`src/rtl/n2_com_dp_32x72_fifo_ctl_pkg.sv`:
```
// Shared geometry for the 32x72 register-file FIFO controller and its output buffer.
package n2_com_dp_32x72_fifo_ctl_pkg;
    localparam int FIFO_DEPTH = 32;
    localparam int FIFO_WIDTH = 72;
    localparam int PTR_W      = 5;
    localparam int CNT_W      = 6;
    localparam int BUF_W      = 2;
endpackage

```
`src/rtl/n2_com_dp_32x72_fifo_ctl_skid2.sv`:
```
// Two-entry in-order output buffer: captures array read data, presents the head
// to the pop stream, and clears on flush.
module n2_com_fifo_skid2
    import n2_com_dp_32x72_fifo_ctl_pkg::*;
(
    input  logic                  clk,
    input  logic                  reset,
    input  logic                  clr,
    input  logic                  cap,
    input  logic [FIFO_WIDTH-1:0] cap_data,
    input  logic                  pop,
    output logic [BUF_W-1:0]      buf_cnt,
    output logic                  vld,
    output logic [FIFO_WIDTH-1:0] head_data
);
    logic [BUF_W-1:0]      buf_cnt_q, buf_cnt_d;
    logic [FIFO_WIDTH-1:0] ent0_q, ent0_d;
    logic [FIFO_WIDTH-1:0] ent1_q, ent1_d;
    logic                  pop_s;

    // Next-state for the two entries and the occupancy.
    always_comb begin
        ent0_d    = ent0_q;
        ent1_d    = ent1_q;
        buf_cnt_d = buf_cnt_q;
        pop_s     = pop & (buf_cnt_q != 2'd0);
        if (reset | clr) begin
            buf_cnt_d = 2'd0;
        end else begin
            case ({pop_s, cap})
                2'b01: begin
                    if (buf_cnt_q == 2'd0) begin
                        ent0_d = cap_data;
                    end else begin
                        ent1_d = cap_data;
                    end
                    buf_cnt_d = buf_cnt_q + 2'd1;
                end
                2'b10: begin
                    ent0_d    = ent1_q;
                    buf_cnt_d = buf_cnt_q - 2'd1;
                end
                2'b11: begin
                    // Occupancy unchanged; the new word lands behind whatever remains.
                    if (buf_cnt_q == 2'd1) begin
                        ent0_d = cap_data;
                    end else begin
                        ent0_d = ent1_q;
                        ent1_d = cap_data;
                    end
                end
                default: buf_cnt_d = buf_cnt_q;
            endcase
        end
    end

    // Occupancy register.
    always_ff @(posedge clk) begin
        if (reset) begin
            buf_cnt_q <= 2'd0;
        end else begin
            buf_cnt_q <= buf_cnt_d;
        end
    end

    // Payload registers; contents are don't-care while the entry is empty.
    always_ff @(posedge clk) begin
        ent0_q <= ent0_d;
        ent1_q <= ent1_d;
    end

    assign buf_cnt   = buf_cnt_q;
    assign vld       = (buf_cnt_q != 2'd0);
    assign head_data = ent0_q;
endmodule

```
`src/rtl/n2_com_dp_32x72_fifo_ctl.sv`:
```
// FIFO controller for a 32x72 two-port register file: owns pointers, occupancy and
// read prefetch into a 2-entry output buffer for full-throughput pops.
module n2_com_dp_32x72_fifo_ctl
    import n2_com_dp_32x72_fifo_ctl_pkg::*;
#(
    parameter int AFULL_THR = 28
) (
    input  logic                  l2clk,
    input  logic                  reset,
    input  logic                  flush,
    input  logic                  push_vld,
    output logic                  push_rdy,
    input  logic [FIFO_WIDTH-1:0] push_data,
    output logic                  pop_vld,
    input  logic                  pop_rdy,
    output logic [FIFO_WIDTH-1:0] pop_data,
    output logic                  arr_wr_en,
    output logic [PTR_W-1:0]      arr_wr_adr,
    output logic [FIFO_WIDTH-1:0] arr_din,
    output logic                  arr_rd_en,
    output logic [PTR_W-1:0]      arr_rd_adr,
    input  logic [FIFO_WIDTH-1:0] arr_dout,
    output logic [CNT_W-1:0]      count,
    output logic                  almost_full
);
    logic [PTR_W-1:0] wr_ptr_q, wr_ptr_d;
    logic [PTR_W-1:0] rd_ptr_q, rd_ptr_d;
    logic [CNT_W-1:0] count_q, count_d;
    logic             inflight_q, inflight_d;
    logic             almost_full_q, almost_full_d;
    logic             push_rdy_s, push_fire_s, pop_fire_s, credit_s, rd_fire_s;
    logic [BUF_W-1:0] buf_cnt_s;
    logic             pop_vld_s;

    // Handshakes, read credit and next state for pointers and occupancy.
    always_comb begin
        push_rdy_s  = (count_q != CNT_W'(FIFO_DEPTH)) & ~flush & ~reset;
        push_fire_s = push_vld & push_rdy_s;
        pop_fire_s  = pop_vld_s & pop_rdy;
        // Buffered plus in-flight words, less the one leaving, must leave room for one more.
        credit_s    = ({1'b0, buf_cnt_s} + {2'b00, inflight_q}) < (3'd2 + {2'b00, pop_fire_s});
        rd_fire_s   = (count_q != {CNT_W{1'b0}}) & ~flush & ~reset & credit_s;
        inflight_d  = rd_fire_s;
        wr_ptr_d    = wr_ptr_q;
        rd_ptr_d    = rd_ptr_q;
        count_d     = count_q;
        if (reset | flush) begin
            wr_ptr_d = {PTR_W{1'b0}};
            rd_ptr_d = {PTR_W{1'b0}};
            count_d  = {CNT_W{1'b0}};
        end else begin
            if (push_fire_s) begin
                wr_ptr_d = wr_ptr_q + 5'd1;
            end else begin
                wr_ptr_d = wr_ptr_q;
            end
            if (rd_fire_s) begin
                rd_ptr_d = rd_ptr_q + 5'd1;
            end else begin
                rd_ptr_d = rd_ptr_q;
            end
            case ({push_fire_s, rd_fire_s})
                2'b10:   count_d = count_q + 6'd1;
                2'b01:   count_d = count_q - 6'd1;
                default: count_d = count_q;
            endcase
        end
        almost_full_d = (count_d >= CNT_W'(AFULL_THR));
    end

    // Controller state registers.
    always_ff @(posedge l2clk) begin
        if (reset) begin
            wr_ptr_q      <= {PTR_W{1'b0}};
            rd_ptr_q      <= {PTR_W{1'b0}};
            count_q       <= {CNT_W{1'b0}};
            inflight_q    <= 1'b0;
            almost_full_q <= 1'b0;
        end else begin
            wr_ptr_q      <= wr_ptr_d;
            rd_ptr_q      <= rd_ptr_d;
            count_q       <= count_d;
            inflight_q    <= inflight_d;
            almost_full_q <= almost_full_d;
        end
    end

    n2_com_fifo_skid2 u_skid (
        .clk       (l2clk),
        .reset     (reset),
        .clr       (flush),
        .cap       (inflight_q),
        .cap_data  (arr_dout),
        .pop       (pop_rdy),
        .buf_cnt   (buf_cnt_s),
        .vld       (pop_vld_s),
        .head_data (pop_data)
    );

    assign push_rdy    = push_rdy_s;
    assign arr_wr_en   = push_fire_s;
    assign arr_wr_adr  = push_fire_s ? wr_ptr_q : {PTR_W{1'b0}};
    assign arr_din     = push_data;
    assign arr_rd_en   = rd_fire_s;
    assign arr_rd_adr  = rd_fire_s ? rd_ptr_q : {PTR_W{1'b0}};
    assign pop_vld     = pop_vld_s;
    assign count       = count_q;
    assign almost_full = almost_full_q;
endmodule

```
`config.mk`:
```
export PLATFORM = sky130hd
export DESIGN_NAME = n2_com_dp_32x72_fifo_ctl
export DESIGN_NICKNAME = d
export VERILOG_FILES = /design/src/rtl/n2_com_dp_32x72_fifo_ctl_pkg.sv /design/src/rtl/n2_com_dp_32x72_fifo_ctl_skid2.sv /design/src/rtl/n2_com_dp_32x72_fifo_ctl.sv
export SDC_FILE = /design/constraint.sdc
export NUM_CORES = 1
export LEC_CHECK = 0
export ABC_AREA = 0
export CORE_MARGIN = 2
export CORE_UTILIZATION = 42
export DETAILED_ROUTE_END_ITERATION = 8
export HOLD_SLACK_MARGIN = 0.05
export PLACE_DENSITY = 0.89
export SYNTH_ARGS = -nofsm -noshare
export SYNTH_HDL_FRONTEND = slang
export SYNTH_HIERARCHICAL = 1
export SYNTH_SLANG_ARGS = --single-unit
export TNS_END_PERCENT = 5
```
`constraint.sdc`:
```
create_clock -name l2clk -period 8.4 [get_ports l2clk]
set_input_delay 0.84 -clock l2clk [delete_from_list [all_inputs] [get_ports l2clk]]
set_output_delay 0.84 -clock l2clk [all_outputs]
set_load 0.1 [all_outputs]
```
After elaboration in Yosys (flattened, before gate mapping)
Index checks and enable logic that the tools add are counted.
Word-level totals
  register bits after elaboration: 164
  output and inout bits: 165
  logic and storage cells: 59
Cells by class
  $add $sub $neg: 8
  $lt $le $gt $ge: 2
  eq/ne operators: 10
  multiplexer cells: 11
  bitwise logic cells: 11
  reduce and logical (&&, ||, !) cells: 9
Operators by type and width (count)
  72-bit two-way mux: 4
  72-bit one-hot mux with 3 select lines: 1
  72-bit one-hot mux with 2 select lines: 1
  6-bit one-hot mux with 2 select lines: 1
  5-bit by 1-bit adder with 5-bit output (second input constant): 2
  5-bit two-way mux: 2
  1-bit AND: 7
  6-bit by 1-bit adder with 6-bit output (second input constant): 1
  2-bit by 1-bit == test with 1-bit output (second input constant): 3
  2-bit == test (second input constant): 3
  6-bit by 5-bit greater-or-equal comparator with 1-bit output (second input constant): 1
  6-bit two-way mux: 1
  6-bit inequality test (second input constant): 1
  2-bit nonzero test: 3
  6-bit nonzero test: 1
  6-bit by 1-bit subtractor with 6-bit output (second input constant): 1
  2-bit inequality test (second input constant): 2
  2-bit one-hot mux with 2 select lines: 1
  4-bit AND reduction: 1
  2-bit by 1-bit adder with 3-bit output: 1
  2-bit by 1-bit adder with 3-bit output (first input constant): 1
  3-bit < comparator: 1
  1-bit inverter: 3
  3-bit AND reduction: 1
  other kinds (7): 7

Logic depth before layout (Yosys ltp)
Gate-level depths: netlist of run 1.
  depth in word-level cells: 9
  mapped depth: 13
  mapped depth without buffers: 12

Hierarchy
Netlist of run 1, hierarchy kept.
By module, submodules not included
  n2_com_fifo_skid2: times used 1, cells an instance 254, area an instance 5474.0 um2, sequential area each 4364.2 um2
  n2_com_dp_32x72_fifo_ctl: times used 1, cells an instance 186, area an instance 1606.5 um2, sequential area each 360.3 um2

Worst setup path after synthesis of run 1
No wires, ideal clock.
  kind: input-to-reg
  start point: input flush
  end point: register u_skid.ent0_q[0] (netlist: u_skid/head_data[0]), enable pin
  setup time: 0.612 ns
  arrival time: 6.312 ns
  data required time: 7.788 ns
  path slack: 1.476 ns
  cell stages on the path: 2
  path buffers: 0
  cells stage by stage: nor2_1 > a21boi_0
Between the ends
  word-level cells in the longest chain between the ends: 3
Ends and longest elaborated chain
  start: declaration: RTL line n2_com_dp_32x72_fifo_ctl.sv:10  | input logic flush,
  1-bit bitwise OR: RTL line n2_com_dp_32x72_fifo_ctl_skid2.sv:27  | if (reset | clr) begin
  1-bit inverter (no line)
  3-bit AND reduction (no line)
  end signal: assignment: RTL line n2_com_dp_32x72_fifo_ctl_skid2.sv:68  | ent0_q <= ent0_d;
  end: declaration: RTL line n2_com_dp_32x72_fifo_ctl_skid2.sv:17  | logic [FIFO_WIDTH-1:0] ent0_q, ent0_d;
No other way between the ends.
A chain may end at the register's enable or synchronous reset.

Worst setup path in the final report of run 1
  start point: input flush
  end point: output arr_rd_adr[0]
Between the ends
  word-level cells in the longest chain between the ends: 5
Ends and longest elaborated chain
  1-bit inverter: RTL line n2_com_dp_32x72_fifo_ctl.sv:42  | rd_fire_s = (count_q != {CNT_W{1'b0}}) & ~flush & ~reset & credit_s;
  1-bit AND (3 in series): RTL line n2_com_dp_32x72_fifo_ctl.sv:42
  5-bit two-way mux: RTL line n2_com_dp_32x72_fifo_ctl.sv:105  | assign arr_rd_adr = rd_fire_s ? rd_ptr_q : {PTR_W{1'b0}};
  end: declaration: RTL line n2_com_dp_32x72_fifo_ctl.sv:21  | output logic [PTR_W-1:0] arr_rd_adr,
No other way between the ends.

==> results_dict.tcl, run 1 <==
set metrics [dict create \
    timing.critical_path.depth 5 \
    fin_worst_skew_ns 0.01063 \
    drt-initial-drc-count 198 \
    crit_fanout 16 \
    yosys.cell_types.count 46 \
    h-tree-depth 4 \
    yosys_register_bits 164 \
    post_drt_wl_per_cell_um 21.14 \
    drt_first_pass_iters 4 \
    postCtsHoldBufs 0 \
    post-route-period-util_pct 58.98 \
    critical_path.top_delay_family "buffers and inverters" \
    nFillCells 1263 \
    grt_setup_unrepaired "false" \
    place.gp.congestion 0.7749 \
    final-hold-violation-count 0 \
    sinks_on_the_clock_net 164 \
    highest-signal-layer "met4" \
    routed_via_density 4.958 \
    globalRouteTotalUtil_pct 18.22 \
    report.final.slew_viol_count 0 \
    ff_latch_area_mm2 0.004725 \
    gr-total-overflow 0 \
    cts_repair_resize_count 0 \
    syn_area_per_cell_um2 16.09 \
    cp.required_ns 7.56 \
    route.met3.wl_um 1591 \
    num_antenna_cells 0 \
    worst_slew_pin_slew_ns 1.217 \
    regToRegStartpoint "u_skid/buf_cnt[0]$_SDFFE_PP0P_" \
    tritoncts "done" \
    run_status "finished, final reports clean" \
    critical_path.most_common_cell "clkdlybuf4s50_1" \
    chipHeight_um 133.8 \
    crit-reg2reg-capture "almost_full$_SDFF_PP0_" \
    worstSetupStartpointType "input pin" \
    worstSetupEndpointType "output port" \
    fin_tns_setup_ns 0 \
    synthesis.nets 603 \
    finish.net_count 708 \
    numPortBuffers 169 \
    max_stage_delay_ns 1.14 \
    cts_buffers 17 \
    synthCells 440 \
    std_cell_rows 47 \
    crit_type "in2out" \
    final_cell_mix "169 x clkdlybuf4s50_1, 144 x edfxtp_1, 62 x mux2_2, 20 x dfxtp_1, 17 x clkbuf_16" \
    worst_case_vdd_ir_drop_v 0.0001314 \
    grt_antenna_before_repair 0 \
    die_width_um 133.8 \
    layout_commonest_cell "clkdlybuf4s50_1" \
    num_io_pins 314 \
    dr_total_vias 3857 \
    drt_drc_violations_left 0 \
    dpl.hpwl_um 11880 \
    chain_of_cells_forming_the_critical_path "clkdlybuf4s50_1 > or2_1 > a2111oi_2 > and2_1 > clkdlybuf4s50_1" \
    grt_start_max_net_pins 73 \
    yosys_warnings 6 \
    place_area_mm2 0.008446 \
    ctsRootBufferMaster "clkbuf_16" \
    placeable_core_region_mm2 0.01652 \
    syn-cell-area_mm2 0.007081 \
    setup.worst_path.start "flush" \
    layout-drive-gt1-share_pct 20.79 \
    detail_route.wirelength_um 16440 \
    reg2reg_depth 12 \
    met2RoutedLength_um 8922 \
    timing.critical_path.buf_inv 2 \
    worst_ep_arrival_time_ns 4.11 \
    post_cts.repair.setup_buffers 0 \
    setup_viol 0 \
    post-route-cell-area_mm2 0.009061 \
    max-slew-margin-rel_pct 18.86 \
    first_global_vias 4171 \
    seq_area_frac_synth_pct 66.73 \
    die_area_mm2 0.01791 \
    slowest_stage "clkdlybuf4s50_1" \
    hold_path_class "reg2reg" \
    fmax_mhz 201.8 \
    clk_pin_slew_ns 0.07 \
    max_cap_violations 0 \
    clkLatencyLatePin_ns 0.42 \
    r2r_setup_slack_ns 4.42 \
    detail_route.wirelength.met1_um 5668 \
    min_period_ns 4.954 \
    power_leakage_nw 3.212 \
    final_ant_viol_nets 0 \
    initial_core_util_pct 42.85 \
    p_per_area_mw_per_mm2 202.8 \
    syn_to_final_growth_pct 27.97 \
    cts_max_path_buffers 2 \
    area_taken_by_multi_input_logic_gates_mm2 0.001720 \
    timing.critical_path.to "arr_rd_adr[0]" \
    grt_first_pass_wirelength_um 24400 \
]
[flip-flops by register name (all words and copies together), names as in the netlist]
signal            cells
almost_full           1
rd_ptr_q              5
wr_ptr_q              5
u_skid/ent1_q        72
inflight_q            1
u_skid/head_data     72
u_skid/buf_cnt        2
count                 6
[Yosys cell counts, drive strengths merged]
master	number	area, µm²
edfxtp	144	4324
buf	83	620.6
mux2	72	848.3
dfxtp	20	400.4
nand2	18	72.57
ha	13	162.7
nor2	12	45.04
and2	10	62.56
mux2i	9	90.09
inv	7	26.27
a21oi	6	30.03
o21ai	5	25.02
xnor2	4	35.03
xor2	4	35.03
nand4	3	25.02
nor3	3	37.53
nor3b	3	33.78
or3	3	18.77
a2111oi	2	23.77
a21o	2	15.01
nand2b	2	12.51
o41ai	2	17.52
a21boi	1	7.510
and4b	1	10.01
clkbuf	1	3.750
fa	1	20.02
nand3	1	5.000
nand3b	1	7.510
nor2b	1	13.76
o2111a	1	11.26
o211ai	1	7.510
o21bai	1	7.510
or2	1	6.260
or2b	1	7.510
or4	1	11.26
[where the power goes]
group,leakage (nW),internal (mW),switching (mW),total [mW]
Sequential,1.46,0.892,0.00298,0.895
Combinational,1.46,0.0656,0.0709,0.137
Clock,0.301,0.476,0.330,0.807
[final cells by class]
class	count	area share [%]
Sequential cell	164	52.14
Multi-Input combinational cell	185	18.99
Timing Repair Buffer	170	18.75
Clock buffer	17	4.695
Tap cell	220	3.038
Clock inverter	15	2.099
Inverter	7	0.2900
[metrics by stage]
step                utilization, %  power, mW  setup slack, ns  std cells  hold slack, ns
floorplan                        -      1.152            1.476        440          0.4251
global placement             51.11      1.043            3.565        746          0.4590
detailed placement           51.11      1.048            3.492        746          0.4702
CTS                          54.83      1.858            3.463        778          0.4878
global route                 54.83      1.899            3.246        778          0.5312
finish                       54.83      1.838            3.446        778          0.4825
[how the worst min path moves through the flow]
stage,from,end,slack [ns],cells past startpoint
after floorplan,rd_ptr_q[4]$_SDFFE_PP0N_,rd_ptr_q[4]$_SDFFE_PP0N_,0.43,1
after global placement,rd_ptr_q[4]$_SDFFE_PP0N_,rd_ptr_q[4]$_SDFFE_PP0N_,0.46,1
after detailed placement,rd_ptr_q[4]$_SDFFE_PP0N_,rd_ptr_q[4]$_SDFFE_PP0N_,0.47,1
after CTS,rd_ptr_q[4]$_SDFFE_PP0N_,rd_ptr_q[4]$_SDFFE_PP0N_,0.49,1
after global routing,rd_ptr_q[4]$_SDFFE_PP0N_,rd_ptr_q[4]$_SDFFE_PP0N_,0.53,1
final,rd_ptr_q[4]$_SDFFE_PP0N_,rd_ptr_q[4]$_SDFFE_PP0N_,0.48,1
[per-layer routing]
metal / GRT usage (%) / vias up
li1: - / 1757
met1: 17.96 / 1887
met2: 33.62 / 183
met3: 8.919 / 30
met4: 5.319 / 0
met5: 0 / -
[kinds of logic after synthesis]
group | share of synthesized area (%)
flip-flops | 66.73
AND/OR/NAND/NOR | 5.213
XOR/XNOR | 0.9895
adder cells (fa/ha/maj) | 2.580
AO/OA/AOI/OAI | 2.050
buffers and inverters | 9.189
multiplexers | 13.25
Power figures use the tool's default switching activity.
==> run 2: changes to the inputs <==
--- a/config.mk
+++ b/config.mk
@@ -7,10 +7,10 @@
 export LEC_CHECK = 0
 export ABC_AREA = 0
 export CORE_MARGIN = 2
-export CORE_UTILIZATION = 42
+export CORE_UTILIZATION = 38
 export DETAILED_ROUTE_END_ITERATION = 8
 export HOLD_SLACK_MARGIN = 0.05
-export PLACE_DENSITY = 0.89
+export PLACE_DENSITY = 0.86
 export SYNTH_ARGS = -nofsm -noshare
 export SYNTH_HDL_FRONTEND = slang
 export SYNTH_HIERARCHICAL = 1
==> constraint.sdc (replaced) <==
create_clock -name l2clk -period 4.1 [get_ports l2clk]
set_input_delay 0.41 -clock l2clk [delete_from_list [all_inputs] [get_ports l2clk]]
set_output_delay 0.41 -clock l2clk [all_outputs]
set_load 0.1 [all_outputs]
==> run 2 against run 1 <==
Effect of this change:
- cell area increased by 0.65%
- global-route usage decreased by 2.0 points
- core utilization decreased by 4.6 points
- non-clock buffer count increased by 1
- final cell count increased by 1.3%
- first-iteration DRC count increased by 34%
- worst hold slack got worse by 0.015 ns
- largest power group unchanged
- highest routed layer unchanged
==> results_dict.tcl, run 2 (synthesized netlist as in run 1, its figures left out) <==
set metrics [dict create \
    timing.critical_path.to "almost_full$_SDFF_PP0_" \
    grt_antenna_before_repair 0 \
    cts_repair_resize_count 0 \
    worst_slew_pin_slew_ns 1.204 \
    hold_depth 1 \
    post_drt_wl_per_cell_um 20.66 \
    final_cell_mix "156 x clkdlybuf4s50_1, 144 x edfxtp_1, 62 x mux2_2, 20 x dfxtp_1, 17 x clkbuf_16" \
    routed_via_density 4.995 \
    max-slew-margin-rel_pct 19.76 \
    worst_case_vdd_ir_drop_v 0.0002384 \
    p_per_area_mw_per_mm2 412.3 \
    nFillCells 1474 \
    r2r_setup_slack_ns 0.59 \
    setup_viol 0 \
    layout-drive-gt1-share_pct 23.43 \
    max_stage_delay_ns 0.43 \
    ff_latch_area_mm2 0.004725 \
    first_global_vias 4096 \
    area_taken_by_multi_input_logic_gates_mm2 0.001720 \
    p_seq_share_pct 48.7 \
    post_cts.repair.setup_buffers 0 \
    num_antenna_cells 0 \
    worstSetupStartpointType "flop" \
    dpl.hpwl_um 11510 \
    num_io_pins 314 \
    reg2reg_depth 13 \
    setup.worst_path.start "u_skid/buf_cnt[0]$_SDFFE_PP0P_" \
    max_cap_violations 0 \
    postCtsHoldBufs 0 \
    post-route-period-util_pct 85.61 \
    pwr-share-comb_pct 7.4 \
    die_width_um 140.5 \
    clockPowerShare_pct 43.9 \
    final_ant_viol_nets 0 \
    tritoncts "done" \
    grt_first_pass_wirelength_um 24230 \
    report.final.slew_viol_count 0 \
    numPortBuffers 169 \
    detail_route.wirelength_um 16280 \
    cts_max_path_buffers 2 \
    pint_mw 2.849 \
    clkLatencyLatePin_ns 0.42 \
    placeable_core_region_mm2 0.01815 \
    finish.net_count 709 \
    switching_share_pct 24.22 \
    drt_drc_violations_left 0 \
    slowest_stage "o41ai_1" \
    place.gp.congestion 0.7641 \
    chipHeight_um 140.5 \
    chain_of_cells_forming_the_critical_path "inv_1 > ha_1 > inv_1 > nand3b_1 > a2111oi_2 > buf_4 > ha_1 > ha_1 > a21oi_1 > nand2_1 > xor2_1 > mux2i_1 > o41ai_1" \
    fin_worst_skew_ns 0.009919 \
    layout_commonest_cell "clkdlybuf4s50_1" \
    initial_core_util_pct 39.02 \
    dr_total_vias 3936 \
    cp.required_ns 4.39 \
    crit_type "reg2reg" \
    ctsRootBufferMaster "clkbuf_16" \
    crit_fanout 12 \
    power.net_switching_mw 0.9106 \
    grt_setup_unrepaired "false" \
    h-tree-depth 4 \
    critical_path.top_delay_family "compound AO/OA/AOI/OAI gates" \
    cts_buffers 17 \
    syn_to_final_growth_pct 28.80 \
    fin_tns_setup_ns 0 \
    critical_path.most_common_cell "ha_1" \
    std_cell_rows 49 \
    worst_ep_arrival_time_ns 3.80 \
    gr-total-overflow 0 \
    globalRouteTotalUtil_pct 16.26 \
    worstSetupEndpointType "flop" \
    regToRegStartpoint "u_skid/buf_cnt[0]$_SDFFE_PP0P_" \
    die_area_mm2 0.01974 \
    fmax_mhz 284.9 \
    timing.critical_path.depth 13 \
    power_leakage_nw 3.261 \
    min_period_ns 3.510 \
    crit-reg2reg-capture "almost_full$_SDFF_PP0_" \
    run_status "finished, final reports clean" \
    timing.critical_path.buf_inv 3 \
    drt_first_pass_iters 4 \
    clk_pin_slew_ns 0.07 \
    fin_hold_ws_ns 0.4679 \
    drt-initial-drc-count 266 \
    final-hold-violation-count 0 \
    grt_start_max_net_pins 73 \
    total_power_mw 3.760 \
    sinks_on_the_clock_net 164 \
    hold_path_class "reg2reg" \
]
[run 2: worst min path at each step]
| stage | from | endpoint | slack, ns |
|---|---|---|---|
| after detailed placement | rd_ptr_q[4]$_SDFFE_PP0N_ | rd_ptr_q[4]$_SDFFE_PP0N_ | 0.45 |
| final | rd_ptr_q[4]$_SDFFE_PP0N_ | rd_ptr_q[4]$_SDFFE_PP0N_ | 0.47 |
| after global placement | rd_ptr_q[4]$_SDFFE_PP0N_ | rd_ptr_q[4]$_SDFFE_PP0N_ | 0.44 |
| after global routing | rd_ptr_q[4]$_SDFFE_PP0N_ | rd_ptr_q[4]$_SDFFE_PP0N_ | 0.52 |
| after CTS | rd_ptr_q[4]$_SDFFE_PP0N_ | rd_ptr_q[4]$_SDFFE_PP0N_ | 0.47 |
| after floorplan | rd_ptr_q[4]$_SDFFE_PP0N_ | rd_ptr_q[4]$_SDFFE_PP0N_ | 0.43 |
[run 2: metrics by stage]
step                std cells  setup WS (ns)  cell area, µm²  util [%]
finish                    788         0.5900            9120     50.26
detailed placement        756         0.4084            8494     46.81
floorplan                 440       0.001060            7084         -
CTS                       788         0.6347            9120     50.26
global placement          756         0.6968            8494     46.81
global route              788         0.3608            9120     50.26
[run 2: power by group through the flow]
stage                     Sequential, mW  Clock [mW]  Combinational, mW
after global placement              1.87           0              0.268
after detailed placement            1.87           0              0.278
after global routing                1.83        1.76              0.293
after floorplan                     1.93           0              0.433
final                               1.83        1.65              0.278
after CTS                           1.83        1.69              0.280
[run 2: layout make-up]
cell class	count	share of cell area, %
sequential	164	51.80
timing repair buffer	171	19.04
multi-input combinational	185	18.86
clock buffer	17	4.665
tap	229	3.142
clock inverter	15	2.195
inverter	7	0.2881
[run 2: routing by layer]
metal / part of all wire [%] / GRT usage (%)
met4: 2.7 / 6.421
met3: 8.8 / 7.385
met2: 52 / 28.53
met5: 0 / 0
met1: 37 / 17.04
[run 2: worst register-to-register path, cell delays in order (launching register included)]
cell,delay [ns]
dfxtp_1,0.41
inv_1,0.12
ha_1,0.30
inv_1,0.11
nand3b_1,0.11
a2111oi_2,0.38
buf_4,0.25
ha_1,0.34
ha_1,0.34
a21oi_1,0.20
nand2_1,0.09
xor2_1,0.18
mux2i_1,0.13
o41ai_1,0.43
==> run 3: changes to the inputs <==
--- a/config.mk
+++ b/config.mk
@@ -7,10 +7,10 @@
 export LEC_CHECK = 0
 export ABC_AREA = 0
 export CORE_MARGIN = 2
-export CORE_UTILIZATION = 38
+export CORE_UTILIZATION = 42
 export DETAILED_ROUTE_END_ITERATION = 8
 export HOLD_SLACK_MARGIN = 0.05
-export PLACE_DENSITY = 0.86
+export PLACE_DENSITY = 0.89
 export SYNTH_ARGS = -nofsm -noshare
 export SYNTH_HDL_FRONTEND = slang
 export SYNTH_HIERARCHICAL = 1
==> constraint.sdc (replaced) <==
create_clock -name l2clk -period 4 [get_ports l2clk]
set_input_delay 0.4 -clock l2clk [delete_from_list [all_inputs] [get_ports l2clk]]
set_output_delay 0.4 -clock l2clk [all_outputs]
set_load 0.1 [all_outputs]
==> run 3 against run 2 <==
Effect of this change:
- critical path depth did not move
- die area decreased by 9.3%
- clock power fell by 4%
- global-route usage rose by 0.21 points
- power down 0.25%
- worst hold slack better by 0.018 ns
- register-to-register slack improved by 0.02 ns
==> results_dict.tcl, run 3 (synthesized netlist as in run 1, its figures left out) <==
set metrics [dict create \
    globalRouteTotalUtil_pct 16.46 \
    fin_tns_setup_ns 0 \
    dpl.hpwl_um 10450 \
    layout-drive-gt1-share_pct 23.17 \
    fin_worst_skew_ns 0.01056 \
    worstSetupEndpointType "flop" \
    clk_pin_slew_ns 0.06 \
    final.setup.worst_slack_ns 0.6068 \
    num_io_pins 314 \
    die_width_um 133.8 \
    place_inst 749 \
    nFillCells 1277 \
    post_cts.repair.setup_buffers 0 \
    crit_fanout 12 \
    ctsRootBufferMaster "clkbuf_16" \
    place.gp.congestion 0.7955 \
    post_drt_wl_per_cell_um 18.82 \
    worst_ep_arrival_time_ns 3.67 \
    post-route-cell-area_mm2 0.009089 \
    hold_depth 1 \
    drt_drc_violations_left 0 \
    cts_repair_resize_count 0 \
    gr-total-overflow 0 \
    numPortBuffers 169 \
    fin_hold_ws_ns 0.4856 \
    num_antenna_cells 0 \
    detail_route.wirelength_um 14700 \
    chipHeight_um 133.8 \
    worstSetupStartpointType "flop" \
    tritoncts "done" \
    syn_to_final_growth_pct 28.36 \
    placeable_core_region_mm2 0.01652 \
    initial_core_util_pct 42.85 \
    max_cap_violations 0 \
    reg2reg_depth 13 \
    final-hold-violation-count 0 \
    setup_viol 0 \
    report.final.slew_viol_count 0 \
    layout_commonest_cell "clkdlybuf4s50_1" \
    postLayoutCoreUtil_pct 55.00 \
    worst_case_vdd_ir_drop_v 0.0002774 \
    min_period_ns 3.393 \
    hold_path_class "reg2reg" \
    total_power_mw 3.751 \
    place_area_mm2 0.008511 \
    final_cell_mix "156 x clkdlybuf4s50_1, 144 x edfxtp_1, 62 x mux2_2, 20 x dfxtp_1, 17 x clkbuf_16" \
    h-tree-depth 4 \
    routed_via_density 4.892 \
    worst_slew_pin_slew_ns 1.065 \
    clkLatencyLatePin_ns 0.42 \
    grt_start_max_net_pins 47 \
    grt_setup_unrepaired "false" \
    crit_type "reg2reg" \
    cts_max_path_buffers 2 \
    cts_buffers 17 \
    postCtsHoldBufs 0 \
    instances_no_fill 781 \
    dr_total_vias 3821 \
    max-slew-margin-rel_pct 28.77 \
    final_ant_viol_nets 0 \
    finish.net_count 711 \
    grt_antenna_before_repair 0 \
    drt-initial-drc-count 157 \
    std_cell_rows 47 \
    run_status "finished, final reports clean" \
    sinks_on_the_clock_net 164 \
    grt_first_pass_wirelength_um 22310 \
    cp.required_ns 4.28 \
    fmax_mhz 294.7 \
    drt_first_pass_iters 4 \
    first_global_vias 4068 \
    preCtsSetupSlack_ns 0.3525 \
    post-route-period-util_pct 84.83 \
    power_leakage_nw 3.241 \
    p_per_area_mw_per_mm2 412.7 \
    die_area_mm2 0.01791 \
]
## run 3: cell count changes in the layout (fill, tap and decap cells not counted), sizes merged
| cell | previous run | this run |
|---|---|---|
| buf | 15 | 17 |
| bufinv | 1 | 2 |
| clkinv | 6 | 4 |
| clkinvlp | 0 | 4 |
| inv | 15 | 12 |
## run 3: routing by layer
layer,GRT usage [%],part of all wire [%],up-vias
li1,-,-,1769
met1,17.53,38,1821
met2,28.55,51,171
met3,6.425,7.7,60
met4,8.097,3.4,0
met5,0,0,-
## run 3: layout make-up
| class | count | area (µm²) | area share [%] |
|---|---|---|---|
| sequential | 164 | 4725 | 51.98 |
| timing repair buffer | 173 | 1764 | 19.41 |
| tap | 220 | 275.3 | 3.029 |
| clock buffer | 17 | 425.4 | 4.681 |
| multi-input combinational | 185 | 1720 | 18.93 |
| inverter | 7 | 26.28 | 0.2891 |
| clock inverter | 15 | 152.6 | 1.680 |
## run 3: power by group
group	switching, mW	leakage, nW	internal (mW)
Clock	0.664	0.271	0.922
Combinational	0.147	1.51	0.138
Sequential	0.00605	1.46	1.87
Total	0.817	3.24	2.93
## run 3: worst max-delay path, cell delays in order, from the launching register on
cell	delay [ns]
dfxtp_1	0.40
inv_1	0.11
ha_1	0.28
inv_1	0.11
nand3b_1	0.11
a2111oi_2	0.36
buf_4	0.23
ha_1	0.34
ha_1	0.34
a21oi_1	0.19
a21oi_1	0.12
o41ai_1	0.34
o21bai_1	0.20
o41ai_1	0.12
## run 3: final timing paths
| check | start | end | slack [ns] |
|---|---|---|---|
| setup / recovery | u_skid/buf_cnt[0]$_SDFFE_PP0P_ | almost_full$_SDFF_PP0_ | 0.61 |
| hold / removal | rd_ptr_q[4]$_SDFFE_PP0N_ | rd_ptr_q[4]$_SDFFE_PP0N_ | 0.49 |
| setup reg to reg | u_skid/buf_cnt[0]$_SDFFE_PP0P_ | almost_full$_SDFF_PP0_ | 0.61 |
| hold reg to reg | rd_ptr_q[4]$_SDFFE_PP0N_ | rd_ptr_q[4]$_SDFFE_PP0N_ | 0.49 |
